==> src/rtl/id_ex_stage_if.sv <==
// ID/EX stage bus: decoded ID fields, forwarding sources from EX/MEM and
// MEM/WB, and the EX-side outputs that feed the ALU and downstream stages.
//   slave  : the stage itself (takes ID/forwarding signals, drives ex_*/stall_id)
//   master : whoever drives ID and forwarding (pipeline or testbench)
interface id_ex_stage_if #(
  parameter int DATA_W = 32,
  parameter int REG_AW = 5,
  parameter int CNT_W  = 16
);
  logic              id_valid;
  logic [REG_AW-1:0] id_rs_addr, id_rt_addr, id_rd_addr;
  logic [DATA_W-1:0] id_rs_data, id_rt_data, id_imm;
  logic              id_use_imm;
  logic [2:0]        id_alu_op;
  logic [4:0]        id_shamt;
  logic              id_reg_write, id_mem_read, id_mem_write;
  logic              flush;
  logic              mem_reg_write;
  logic [REG_AW-1:0] mem_rd_addr;
  logic [DATA_W-1:0] mem_result;
  logic              wb_reg_write;
  logic [REG_AW-1:0] wb_rd_addr;
  logic [DATA_W-1:0] wb_result;
  logic              stall_id;
  logic              ex_valid;
  logic [DATA_W-1:0] ex_reg1, ex_reg2, ex_store_data;
  logic [2:0]        ex_operation;
  logic [4:0]        ex_shamt;
  logic [REG_AW-1:0] ex_rd_addr;
  logic              ex_reg_write, ex_mem_read, ex_mem_write;
  logic [CNT_W-1:0]  bubble_count;

  modport slave (
    input  id_valid, id_rs_addr, id_rt_addr, id_rd_addr, id_rs_data, id_rt_data,
           id_imm, id_use_imm, id_alu_op, id_shamt, id_reg_write, id_mem_read,
           id_mem_write, flush, mem_reg_write, mem_rd_addr, mem_result,
           wb_reg_write, wb_rd_addr, wb_result,
    output stall_id, ex_valid, ex_reg1, ex_reg2, ex_store_data, ex_operation,
           ex_shamt, ex_rd_addr, ex_reg_write, ex_mem_read, ex_mem_write,
           bubble_count
  );

  modport master (
    output id_valid, id_rs_addr, id_rt_addr, id_rd_addr, id_rs_data, id_rt_data,
           id_imm, id_use_imm, id_alu_op, id_shamt, id_reg_write, id_mem_read,
           id_mem_write, flush, mem_reg_write, mem_rd_addr, mem_result,
           wb_reg_write, wb_rd_addr, wb_result,
    input  stall_id, ex_valid, ex_reg1, ex_reg2, ex_store_data, ex_operation,
           ex_shamt, ex_rd_addr, ex_reg_write, ex_mem_read, ex_mem_write,
           bubble_count
  );
endinterface

==> src/rtl/id_ex_stage.sv <==
// ID/EX pipeline register with operand forwarding and load-use hazard detection.
// Ports:
//   clk   rising-edge clock
//   rst_n asynchronous reset, active low
//   bus   id_ex_stage_if.slave: ID fields, flush, EX/MEM + MEM/WB forwarding
//         sources in; stall_id, forwarded ALU operands, controls and
//         bubble_count out.
// Register address 0 is hardwired zero: it never forwards and always reads 0.
module id_ex_stage #(
  parameter int DATA_W = 32,
  parameter int REG_AW = 5,
  parameter int CNT_W  = 16
) (
  input  logic        clk,
  input  logic        rst_n,
  id_ex_stage_if.slave bus
);
  typedef struct packed {
    logic              valid;
    logic [REG_AW-1:0] rs, rt, rd;
    logic [DATA_W-1:0] rs_val, rt_val, imm;
    logic              use_imm;
    logic [2:0]        op;
    logic [4:0]        shamt;
    logic              reg_write, mem_read, mem_write;
  } ex_t;

  ex_t              ex_q, ex_d;
  logic [CNT_W-1:0] cnt;
  logic             hazard;

  // Regfile write-through: an operand read in the same cycle MEM/WB writes it
  // would otherwise capture the stale value.
  function automatic logic [DATA_W-1:0] bypass(input logic [REG_AW-1:0] a,
                                               input logic [DATA_W-1:0] v,
                                               input logic we,
                                               input logic [REG_AW-1:0] wa,
                                               input logic [DATA_W-1:0] wd);
    return (we && wa != '0 && wa == a) ? wd : v;
  endfunction

  // EX operand forwarding; the younger EX/MEM result beats MEM/WB.
  function automatic logic [DATA_W-1:0] fwd(input logic [REG_AW-1:0] a,
                                            input logic [DATA_W-1:0] v,
                                            input logic mwe,
                                            input logic [REG_AW-1:0] ma,
                                            input logic [DATA_W-1:0] md,
                                            input logic wwe,
                                            input logic [REG_AW-1:0] wa,
                                            input logic [DATA_W-1:0] wd);
    if (a == '0)              return '0;
    else if (mwe && ma == a)  return md;
    else if (wwe && wa == a)  return wd;
    else                      return v;
  endfunction

  // A load in EX cannot forward in time to the instruction in ID. rt only
  // matters when it feeds the ALU or is store data.
  always_comb begin
    hazard = ex_q.valid && ex_q.mem_read && bus.id_valid && ex_q.rd != '0 &&
             (ex_q.rd == bus.id_rs_addr ||
              (ex_q.rd == bus.id_rt_addr && (!bus.id_use_imm || bus.id_mem_write)));
  end

  assign bus.stall_id = hazard && !bus.flush;

  always_comb begin
    ex_d = '0;
    if (!(bus.flush || hazard)) begin
      ex_d.valid   = bus.id_valid;
      ex_d.rs      = bus.id_rs_addr;
      ex_d.rt      = bus.id_rt_addr;
      ex_d.rd      = bus.id_rd_addr;
      ex_d.rs_val  = bypass(bus.id_rs_addr, bus.id_rs_data, bus.wb_reg_write,
                            bus.wb_rd_addr, bus.wb_result);
      ex_d.rt_val  = bypass(bus.id_rt_addr, bus.id_rt_data, bus.wb_reg_write,
                            bus.wb_rd_addr, bus.wb_result);
      ex_d.imm     = bus.id_imm;
      ex_d.use_imm = bus.id_use_imm;
      ex_d.op      = bus.id_alu_op;
      ex_d.shamt   = bus.id_shamt;
      // An empty ID slot must not write anything downstream.
      if (bus.id_valid) begin
        ex_d.reg_write = bus.id_reg_write;
        ex_d.mem_read  = bus.id_mem_read;
        ex_d.mem_write = bus.id_mem_write;
      end
    end
  end

  always_ff @(posedge clk or negedge rst_n) begin
    if (!rst_n) begin
      ex_q <= '0;
      cnt  <= '0;
    end else begin
      ex_q <= ex_d;
      // Only stall bubbles are counted; flush bubbles are branch cost.
      if (bus.stall_id && cnt != '1) cnt <= cnt + 1'b1;
    end
  end

  logic [DATA_W-1:0] rt_fwd;
  assign rt_fwd = fwd(ex_q.rt, ex_q.rt_val, bus.mem_reg_write, bus.mem_rd_addr,
                      bus.mem_result, bus.wb_reg_write, bus.wb_rd_addr, bus.wb_result);

  assign bus.ex_reg1       = fwd(ex_q.rs, ex_q.rs_val, bus.mem_reg_write, bus.mem_rd_addr,
                                 bus.mem_result, bus.wb_reg_write, bus.wb_rd_addr,
                                 bus.wb_result);
  assign bus.ex_reg2       = ex_q.use_imm ? ex_q.imm : rt_fwd;
  assign bus.ex_store_data = rt_fwd;
  assign bus.ex_valid      = ex_q.valid;
  assign bus.ex_operation  = ex_q.op;
  assign bus.ex_shamt      = ex_q.shamt;
  assign bus.ex_rd_addr    = ex_q.rd;
  assign bus.ex_reg_write  = ex_q.reg_write;
  assign bus.ex_mem_read   = ex_q.mem_read;
  assign bus.ex_mem_write  = ex_q.mem_write;
  assign bus.bubble_count  = cnt;
endmodule

==> src/flat_wrapper.sv <==
// flat-port wrapper written by rule: the top's interface ports become plain ports
module id_ex_stage_flat 
#(
  parameter int DATA_W = 32,
  parameter int REG_AW = 5,
  parameter int CNT_W  = 16
)
  (clk, rst_n, bus_id_valid, bus_id_rs_addr, bus_id_rt_addr, bus_id_rd_addr, bus_id_rs_data, bus_id_rt_data, bus_id_imm, bus_id_use_imm, bus_id_alu_op, bus_id_shamt, bus_id_reg_write, bus_id_mem_read, bus_id_mem_write, bus_flush, bus_mem_reg_write, bus_mem_rd_addr, bus_mem_result, bus_wb_reg_write, bus_wb_rd_addr, bus_wb_result, bus_stall_id, bus_ex_valid, bus_ex_reg1, bus_ex_reg2, bus_ex_store_data, bus_ex_operation, bus_ex_shamt, bus_ex_rd_addr, bus_ex_reg_write, bus_ex_mem_read, bus_ex_mem_write, bus_bubble_count);
  id_ex_stage_if #(.DATA_W(DATA_W), .REG_AW(REG_AW), .CNT_W(CNT_W)) bus_i ();
  input  logic clk;
  input  logic rst_n;
  input wire logic [$bits(bus_i.id_valid)-1:0] bus_id_valid;
  input wire logic [$bits(bus_i.id_rs_addr)-1:0] bus_id_rs_addr;
  input wire logic [$bits(bus_i.id_rt_addr)-1:0] bus_id_rt_addr;
  input wire logic [$bits(bus_i.id_rd_addr)-1:0] bus_id_rd_addr;
  input wire logic [$bits(bus_i.id_rs_data)-1:0] bus_id_rs_data;
  input wire logic [$bits(bus_i.id_rt_data)-1:0] bus_id_rt_data;
  input wire logic [$bits(bus_i.id_imm)-1:0] bus_id_imm;
  input wire logic [$bits(bus_i.id_use_imm)-1:0] bus_id_use_imm;
  input wire logic [$bits(bus_i.id_alu_op)-1:0] bus_id_alu_op;
  input wire logic [$bits(bus_i.id_shamt)-1:0] bus_id_shamt;
  input wire logic [$bits(bus_i.id_reg_write)-1:0] bus_id_reg_write;
  input wire logic [$bits(bus_i.id_mem_read)-1:0] bus_id_mem_read;
  input wire logic [$bits(bus_i.id_mem_write)-1:0] bus_id_mem_write;
  input wire logic [$bits(bus_i.flush)-1:0] bus_flush;
  input wire logic [$bits(bus_i.mem_reg_write)-1:0] bus_mem_reg_write;
  input wire logic [$bits(bus_i.mem_rd_addr)-1:0] bus_mem_rd_addr;
  input wire logic [$bits(bus_i.mem_result)-1:0] bus_mem_result;
  input wire logic [$bits(bus_i.wb_reg_write)-1:0] bus_wb_reg_write;
  input wire logic [$bits(bus_i.wb_rd_addr)-1:0] bus_wb_rd_addr;
  input wire logic [$bits(bus_i.wb_result)-1:0] bus_wb_result;
  output wire logic [$bits(bus_i.stall_id)-1:0] bus_stall_id;
  output wire logic [$bits(bus_i.ex_valid)-1:0] bus_ex_valid;
  output wire logic [$bits(bus_i.ex_reg1)-1:0] bus_ex_reg1;
  output wire logic [$bits(bus_i.ex_reg2)-1:0] bus_ex_reg2;
  output wire logic [$bits(bus_i.ex_store_data)-1:0] bus_ex_store_data;
  output wire logic [$bits(bus_i.ex_operation)-1:0] bus_ex_operation;
  output wire logic [$bits(bus_i.ex_shamt)-1:0] bus_ex_shamt;
  output wire logic [$bits(bus_i.ex_rd_addr)-1:0] bus_ex_rd_addr;
  output wire logic [$bits(bus_i.ex_reg_write)-1:0] bus_ex_reg_write;
  output wire logic [$bits(bus_i.ex_mem_read)-1:0] bus_ex_mem_read;
  output wire logic [$bits(bus_i.ex_mem_write)-1:0] bus_ex_mem_write;
  output wire logic [$bits(bus_i.bubble_count)-1:0] bus_bubble_count;
  assign bus_i.id_valid = bus_id_valid;
  assign bus_i.id_rs_addr = bus_id_rs_addr;
  assign bus_i.id_rt_addr = bus_id_rt_addr;
  assign bus_i.id_rd_addr = bus_id_rd_addr;
  assign bus_i.id_rs_data = bus_id_rs_data;
  assign bus_i.id_rt_data = bus_id_rt_data;
  assign bus_i.id_imm = bus_id_imm;
  assign bus_i.id_use_imm = bus_id_use_imm;
  assign bus_i.id_alu_op = bus_id_alu_op;
  assign bus_i.id_shamt = bus_id_shamt;
  assign bus_i.id_reg_write = bus_id_reg_write;
  assign bus_i.id_mem_read = bus_id_mem_read;
  assign bus_i.id_mem_write = bus_id_mem_write;
  assign bus_i.flush = bus_flush;
  assign bus_i.mem_reg_write = bus_mem_reg_write;
  assign bus_i.mem_rd_addr = bus_mem_rd_addr;
  assign bus_i.mem_result = bus_mem_result;
  assign bus_i.wb_reg_write = bus_wb_reg_write;
  assign bus_i.wb_rd_addr = bus_wb_rd_addr;
  assign bus_i.wb_result = bus_wb_result;
  assign bus_stall_id = bus_i.stall_id;
  assign bus_ex_valid = bus_i.ex_valid;
  assign bus_ex_reg1 = bus_i.ex_reg1;
  assign bus_ex_reg2 = bus_i.ex_reg2;
  assign bus_ex_store_data = bus_i.ex_store_data;
  assign bus_ex_operation = bus_i.ex_operation;
  assign bus_ex_shamt = bus_i.ex_shamt;
  assign bus_ex_rd_addr = bus_i.ex_rd_addr;
  assign bus_ex_reg_write = bus_i.ex_reg_write;
  assign bus_ex_mem_read = bus_i.ex_mem_read;
  assign bus_ex_mem_write = bus_i.ex_mem_write;
  assign bus_bubble_count = bus_i.bubble_count;
  id_ex_stage #(.DATA_W(DATA_W), .REG_AW(REG_AW), .CNT_W(CNT_W)) u_core (.clk(clk), .rst_n(rst_n), .bus(bus_i));
endmodule
==> config.mk <==
export PLATFORM = sky130hd
export DESIGN_NAME = id_ex_stage_flat
export DESIGN_NICKNAME = d
export VERILOG_FILES = /design/src/rtl/id_ex_stage_if.sv /design/src/rtl/id_ex_stage.sv /design/src/flat_wrapper.sv
export SDC_FILE = /design/constraint.sdc
export NUM_CORES = 1
export LEC_CHECK = 0
export BUFFER_PORTS_ARGS = -buffer_cell sky130_fd_sc_hd__clkbuf_2
export CAP_MARGIN = 40
export CORE_MARGIN = 5
export CORE_UTILIZATION = 25
export DETAILED_ROUTE_END_ITERATION = 12
export PLACE_DENSITY = 0.55
export SYNTH_ARGS = -nofsm -noshare
export SYNTH_HDL_FRONTEND = slang
export SYNTH_SLANG_ARGS = --single-unit
==> constraint.sdc <==
create_clock -name clk -period 2.8 [get_ports clk]
set_input_delay 0.84 -clock clk [delete_from_list [all_inputs] [get_ports clk]]
set_output_delay 0.84 -clock clk [all_outputs]
set_load 0.01 [all_outputs]
==> results.cfg, run 1 <==
[clocking]
clock_sinks = 140
clockBufferDepth = 2
h-tree-depth = 4
cts_tree = yes
clkTransAtPathRegs_ps = 70
insertion_delay_ps = 420
cts_made_buffers = 17
ctsHoldBuffers = 0
root_buffer = clkbuf_16

[critical_path]
start_kind = input pin
critPathMaxFanout = 19
crit_arrival_ps = 2450
cp.required_ps = 1960
crit_path_top_delay_cell = and3_4
critPathKind = input pin to output pin
worstSetupEndpointType = output pin
critPathMaxStageDelay_ps = 300
crit_chain = clkbuf_16, xor2_2, nor4_2, and3_4, buf_12, mux2i_1, a211oi_2, buf_2

[sta]
post-route-period-util_pct = 118
setup_viol = 96
max_freq_mhz = 304
finalClockSkew_ps = 12.7
relSlewSlack_pct = 61.5
finalMaxSlewViolations = 0
setup_ws_ps = -492
hold_viol = 0
rsz0062_at_grt = true
period_minus_slack_ps = 3290
tightest_slew_ps = 573
whs_ps = 366

[routing]
num_vias = 7754
vias_per_cell = 4.68
postRouteAntennaNets = 0
dr.pass1.iters = 4
wl_microns = 34600
m1WireLength_microns = 13800
drc = 0
wl_met3_microns = 2640
wl_per_cell_microns = 20.9
top_layer = met5
drtIter0Drc = 301
wl_met2_microns = 17600

[synth]
ys_warn_count = 0
syn_inst = 835
ys_seq_area_share_pct = 42.5
synth.avg_cell_area_sq_um = 9.87
yosys_register_bits = 140
synthArstFlopShare_pct = 100
synth_cell_types = 42
ys.flop_type = dfrtp_1
syn_area_sq_um = 8250
syn_nets = 1039
synth_edf_count = 0

[cells_and_area]
drive_gt1_share_pct = 55.3
nets = 1405
design_area_sq_um = 13100
fillers = 3253
diodes = 0
syn_to_final_growth_pct = 59.3

[global_routing]
grt_max_degree = 49
antenna_found_initial = 3
grtUsageTotal_pct = 18.6
grt-ovfl-total = 0
grt_pass1_wl_microns = 51600
first_global_vias = 8539

[floorplanning]
num_rows = 66
coreArea_sq_um = 32500
die_area_sq_um = 36700
fp.dieH_microns = 192
pin_count = 333
die_w_microns = 192
start_util_pct = 25.3

[outcome]
run_status = complete, but fails checks
failed_checks = setup timing

[placed_design]
place_area_sq_um = 11600
hpwlAfterDp_microns = 24400
port_buffers = 332
place.gp.congestion = 0.872

[run]
cap_violations = 0

[hold_path]
holdCritPathClass = input pin to asynchronous set/reset pin

[power]
p_leak_nw = 5.96
irDropWorstVdd_v = 0.000369
cellPowerDensity_nw_per_um2 = 442
## flip-flops by register name, indices dropped and copies added (netlist names)
| register | count |
|---|---|
| u_core.ex_q | 107 |
| u_core.bus.bubble_count | 16 |
| u_core.bus.ex_rd_addr | 5 |
| u_core.bus.ex_shamt | 5 |
| u_core.bus.ex_operation | 3 |
| u_core.bus.ex_mem_read | 1 |
| u_core.bus.ex_mem_write | 1 |
| u_core.bus.ex_reg_write | 1 |
| u_core.bus.ex_valid | 1 |
## layout make-up
type                            count  area (sq um)  area share [%]
Multi-Input combinational cell    612          5310            40.4
Sequential cell                   140          3510            26.7
Timing Repair Buffer              425          3170            24.1
Tap cell                          442           553            4.21
Clock buffer                       19           453            3.45
Clock inverter                     13           130           0.991
Inverter                            5          18.8           0.143
## power breakdown
part	switching (mW)	total (mW)	internal (mW)
clock network	1.01	2.30	1.29
logic	0.702	1.33	0.632
registers	0.0571	2.17	2.12
total	1.76	5.81	4.04
## synthesized netlist by cell type, types with 3 or more instances
cell type	n	area share, %
a211oi_1	34	3.1
a211oi_2	30	4.6
and2_1	57	4.3
and3_1	37	2.8
buf_12	3	0.73
buf_2	15	0.91
buf_4	13	1.2
buf_6	17	2.3
clkbuf_1	27	1.2
clkbuf_2	4	0.24
dfrtp_1	140	42
inv_1	5	0.23
mux2i_1	97	12
nand2_1	42	1.9
nand3_1	13	0.79
nand4_1	8	0.61
nor2_1	138	6.3
nor3_1	35	2.1
nor4_1	5	0.38
o31ai_1	32	2.9
or2_2	4	0.30
xnor2_1	38	4.0
xor2_1	15	1.6
## cell families (layout without fill, tap and decap cells)
family / Yosys count / count (layout) / share of synthesized area, %
DFF: 140 / 140 / 42.5
xor gates and xnor gates: 53 / 53 / 5.63
adders and majority gates: 1 / 1 / 0.152
and+or+nand+nor: 355 / 356 / 21.5
buffers and inverters: 84 / 462 / 6.84
AOI/OAI and AO/OA: 104 / 104 / 11.5
muxes: 98 / 98 / 11.9
## worst max-delay path: cells and delay by family
family                    cells  cell delay, ps
and+or+nand+nor               2             580
muxes                         1             110
AOI/OAI and AO/OA             1             220
xor gates and xnor gates      1             140
buffers and inverters         3             510
## metal layers
layer | vias up | track usage [%]
li1 | 3605 | -
met1 | 3869 | 22.1
met2 | 242 | 32.7
met3 | 32 | 5.51
met4 | 6 | 4.94
met5 | - | 0
## cell usage in the layout, fill, tap and decap left out, drive strengths merged, types with 6 or more instances in the layout
cell type	netlist	layout
clkbuf	31	302
buf	48	142
dfrtp	140	140
nor2	140	140
mux2i	97	97
a211oi	64	64
and2	57	57
nand2	42	43
xnor2	38	38
and3	37	37
nor3	35	35
o31ai	32	32
xor2	15	15
nand3	13	13
inv	5	10
nand4	8	8
nor4	7	7
clkinv	0	6
## path summary, 6_finish.rpt
| path | startpoint | endpoint | slack, ps | depth (start not counted) |
|---|---|---|---|---|
| worst max-delay path | bus_wb_rd_addr[2] | bus_ex_reg1[24] | -490 | 8 |
| worst min-delay path | rst_n | u_core.bus.ex_rd_addr[2] | 370 | 1 |
| worst max register to register | u_core.bus.bubble_count[7] | u_core.bus.bubble_count[1] | 620 | 6 |
| worst min register to register | u_core.bus.bubble_count[6] | u_core.bus.bubble_count[6] | 500 | 1 |
| max in group asynchronous | rst_n | u_core.bus.bubble_count[1] | 1790 | 2 |
| min in group clk | u_core.bus.bubble_count[6] | u_core.bus.bubble_count[6] | 500 | 1 |
## per-stage QoR
stage	setup WS [ps]	power, mW	setup TNS (ps)	cells	utilization (%)
floorplan	-136	2.84	-9390	835	-
global placement	-632	3.40	-43840	1596	35.6
detailed placement	-616	3.41	-44460	1596	35.6
CTS	-531	5.89	-40740	1653	40.0
global route	-558	6.07	-44800	1656	40.4
finish	-492	5.81	-39440	1656	40.4
## repair_timing
item                                    CTS  global route
pin swaps                                39            10
endpoints found under the setup margin   97            97
setup buffers                            16             3
resized for setup                        82            75
cloned                                    9             1
Power figures use the tool's default switching activity.
==> run 2, diff against run 1 <==
Settings changed: CORE_ASPECT_RATIO set to 1.2.
==> run 2 against run 1 <==
Compared with the run above:
- the run still ends with setup timing left
- first-iteration DRC count rose by 11%
- clock skew fell by 5.4 ps
- sequential share of layout area rose by 0.15 points
- sequential cell count did not move
- largest cell class unchanged
- register-to-register slack improved by 40 ps
- total power rose by 5.7%
- die area barely moved
- worst setup slack got worse by 9.6 ps
- via count fell by 0.15%
- non-clock buffer count fell by 4
==> results.cfg, run 2 (same netlist as run 1, synthesis figures left out) <==
[sta]
post-route-period-util_pct = 118
hold_viol = 0
rsz0062_at_grt = true
finalMaxSlewViolations = 0
finalClockSkew_ps = 7.35
setup_viol = 96
tightest_slew_ps = 633
max_freq_mhz = 303
period_minus_slack_ps = 3300
relSlewSlack_pct = 57.4
setup_ws_ps = -502

[placed_design]
place.gp.congestion = 0.848
port_buffers = 332
place_area_sq_um = 11400
hpwlAfterDp_microns = 24300
place_ws_ps = -640

[outcome]
run_status = complete, but fails checks
failed_checks = setup timing

[clocking]
insertion_delay_ps = 430
cts_made_buffers = 17
clock_sinks = 140
root_buffer = clkbuf_16
h-tree-depth = 4
clkTransAtPathRegs_ps = 70
clockBufferDepth = 2
cts_tree = yes
ctsHoldBuffers = 0

[routing]
num_vias = 7742
drc = 0
dr.pass1.iters = 4
wl_microns = 34900
postRouteAntennaNets = 0
drtIter0Drc = 333
wl_per_cell_microns = 21.6
vias_per_cell = 4.79

[power]
irDropWorstVdd_v = 0.000318
cellPowerDensity_nw_per_um2 = 470
p_total_mw = 6.14
p_leak_nw = 5.96

[critical_path]
reg2reg_depth = 5
crit_arrival_ps = 2460
worstSetupEndpointType = output pin
crit_end = bus_ex_reg1[4]
path_delay_family = simple AND/OR/NAND/NOR gates
critPathKind = input pin to output pin
cp.required_ps = 1960
crit_start = bus_wb_rd_addr[3]
critPathMaxStageDelay_ps = 330
r2r_slack_ps = 660
timing.rr.start = u_core.bus.bubble_count[7]
start_kind = input pin
crit_chain = buf_8, xor2_2, nor4_2, and3_4, buf_12, buf_4, mux2i_2, a211oi_2, clkbuf_2
crit_path_top_delay_cell = nor4_2
critPathMaxFanout = 11
worst-path-buf-inv = 4
rr_endpoint = u_core.bus.bubble_count[1]
cp.depth = 9

[cells_and_area]
nets = 1400
syn_to_final_growth_pct = 58.5
diodes = 0
drive_gt1_share_pct = 54.7
largest_reg_flops = 107
layout_commonest_cell = clkbuf_2
final_cell_mix = clkbuf_2, dfrtp_1, nor2_1
fillers = 3216
largest-register = u_core.ex_q
design_area_sq_um = 13100

[floorplanning]
die_area_sq_um = 36700
num_rows = 72
pin_count = 333
die_w_microns = 176
coreArea_sq_um = 32400
start_util_pct = 25.4
fp.dieH_microns = 209

[hold_path]
holdCritPathClass = input pin to asynchronous set/reset pin

[run]
cap_violations = 0

[global_routing]
grt_pass1_wl_microns = 51500
grt-ovfl-total = 0
grt_max_degree = 81
grtUsageTotal_pct = 18.2
antenna_found_initial = 2
first_global_vias = 8486
run 2: changes by cell type in the layout (fill, tap and decap cells not counted), sizes merged:
cell,previous run,this run
clkinvlp,1,2
clkbuf,302,326
buf,142,113
bufinv,1,6
clkinv,6,3
nand2,43,42
bufbuf,0,1
inv,10,7
run 2: what timing repair did:
action | in CTS | in global routing
endpoints found under the setup margin | 97 | 96
pin swaps | 40 | 21
setup buffers | 20 | 9
gates resized for setup | 39 | 63
gates cloned | 8 | 5
run 2: final cells by class:
class | count | area (sq um) | share of cell area, %
clock buffer | 19 | 433 | 3.31
multi-input combinational | 611 | 5290 | 40.5
sequential | 140 | 3510 | 26.8
clock inverter | 13 | 239 | 1.83
timing repair buffer | 421 | 3070 | 23.5
inverter | 5 | 18.8 | 0.144
tap | 407 | 509 | 3.90
run 2: worst min path at each step:
| stage | end | slack (ps) | cells after the start |
|---|---|---|---|
| floorplan | u_core.bus.bubble_count[6] | 520 | 1 |
| global placement | u_core.bus.bubble_count[6] | 490 | 1 |
| detailed placement | u_core.bus.bubble_count[6] | 490 | 1 |
| CTS | u_core.bus.ex_operation[1] | 270 | 1 |
| global route | u_core.ex_q[16] | 280 | 1 |
| finish | u_core.ex_q[16] | 280 | 1 |
run 2: layer usage:
layer / track usage, % / share of wire (%)
met1: 21.6 / 39
met2: 32.6 / 52
met3: 4.59 / 6.7
met4: 4.84 / 2.0
met5: 0 / 0.060
run 2: worst reg2reg max path, stage by stage, from the launching register on:
cell and delay (ps):
dfrtp_1 480, nand4_1 220, nor4_1 620, nor2_1 210
nand2_1 160, mux2_2 340
run 2: metrics by stage:
step	std cells	setup TNS (ps)	util [%]	hold slack, ps
2_1_floorplan	835	-9390	-	525
4_1_cts	1602	-45900	39.2	270
3_3_place_gp	1542	-41060	35.2	492
5_1_grt	1616	-47590	40.3	281
6_report	1616	-41510	40.3	283
3_5_place_dp	1542	-42810	35.2	486
run 2: power breakdown:
part	leakage [nW]	internal [mW]	switching (mW)
clock	0.318	1.68	0.975
combinational	3.83	0.615	0.688
sequential	1.82	2.12	0.0605
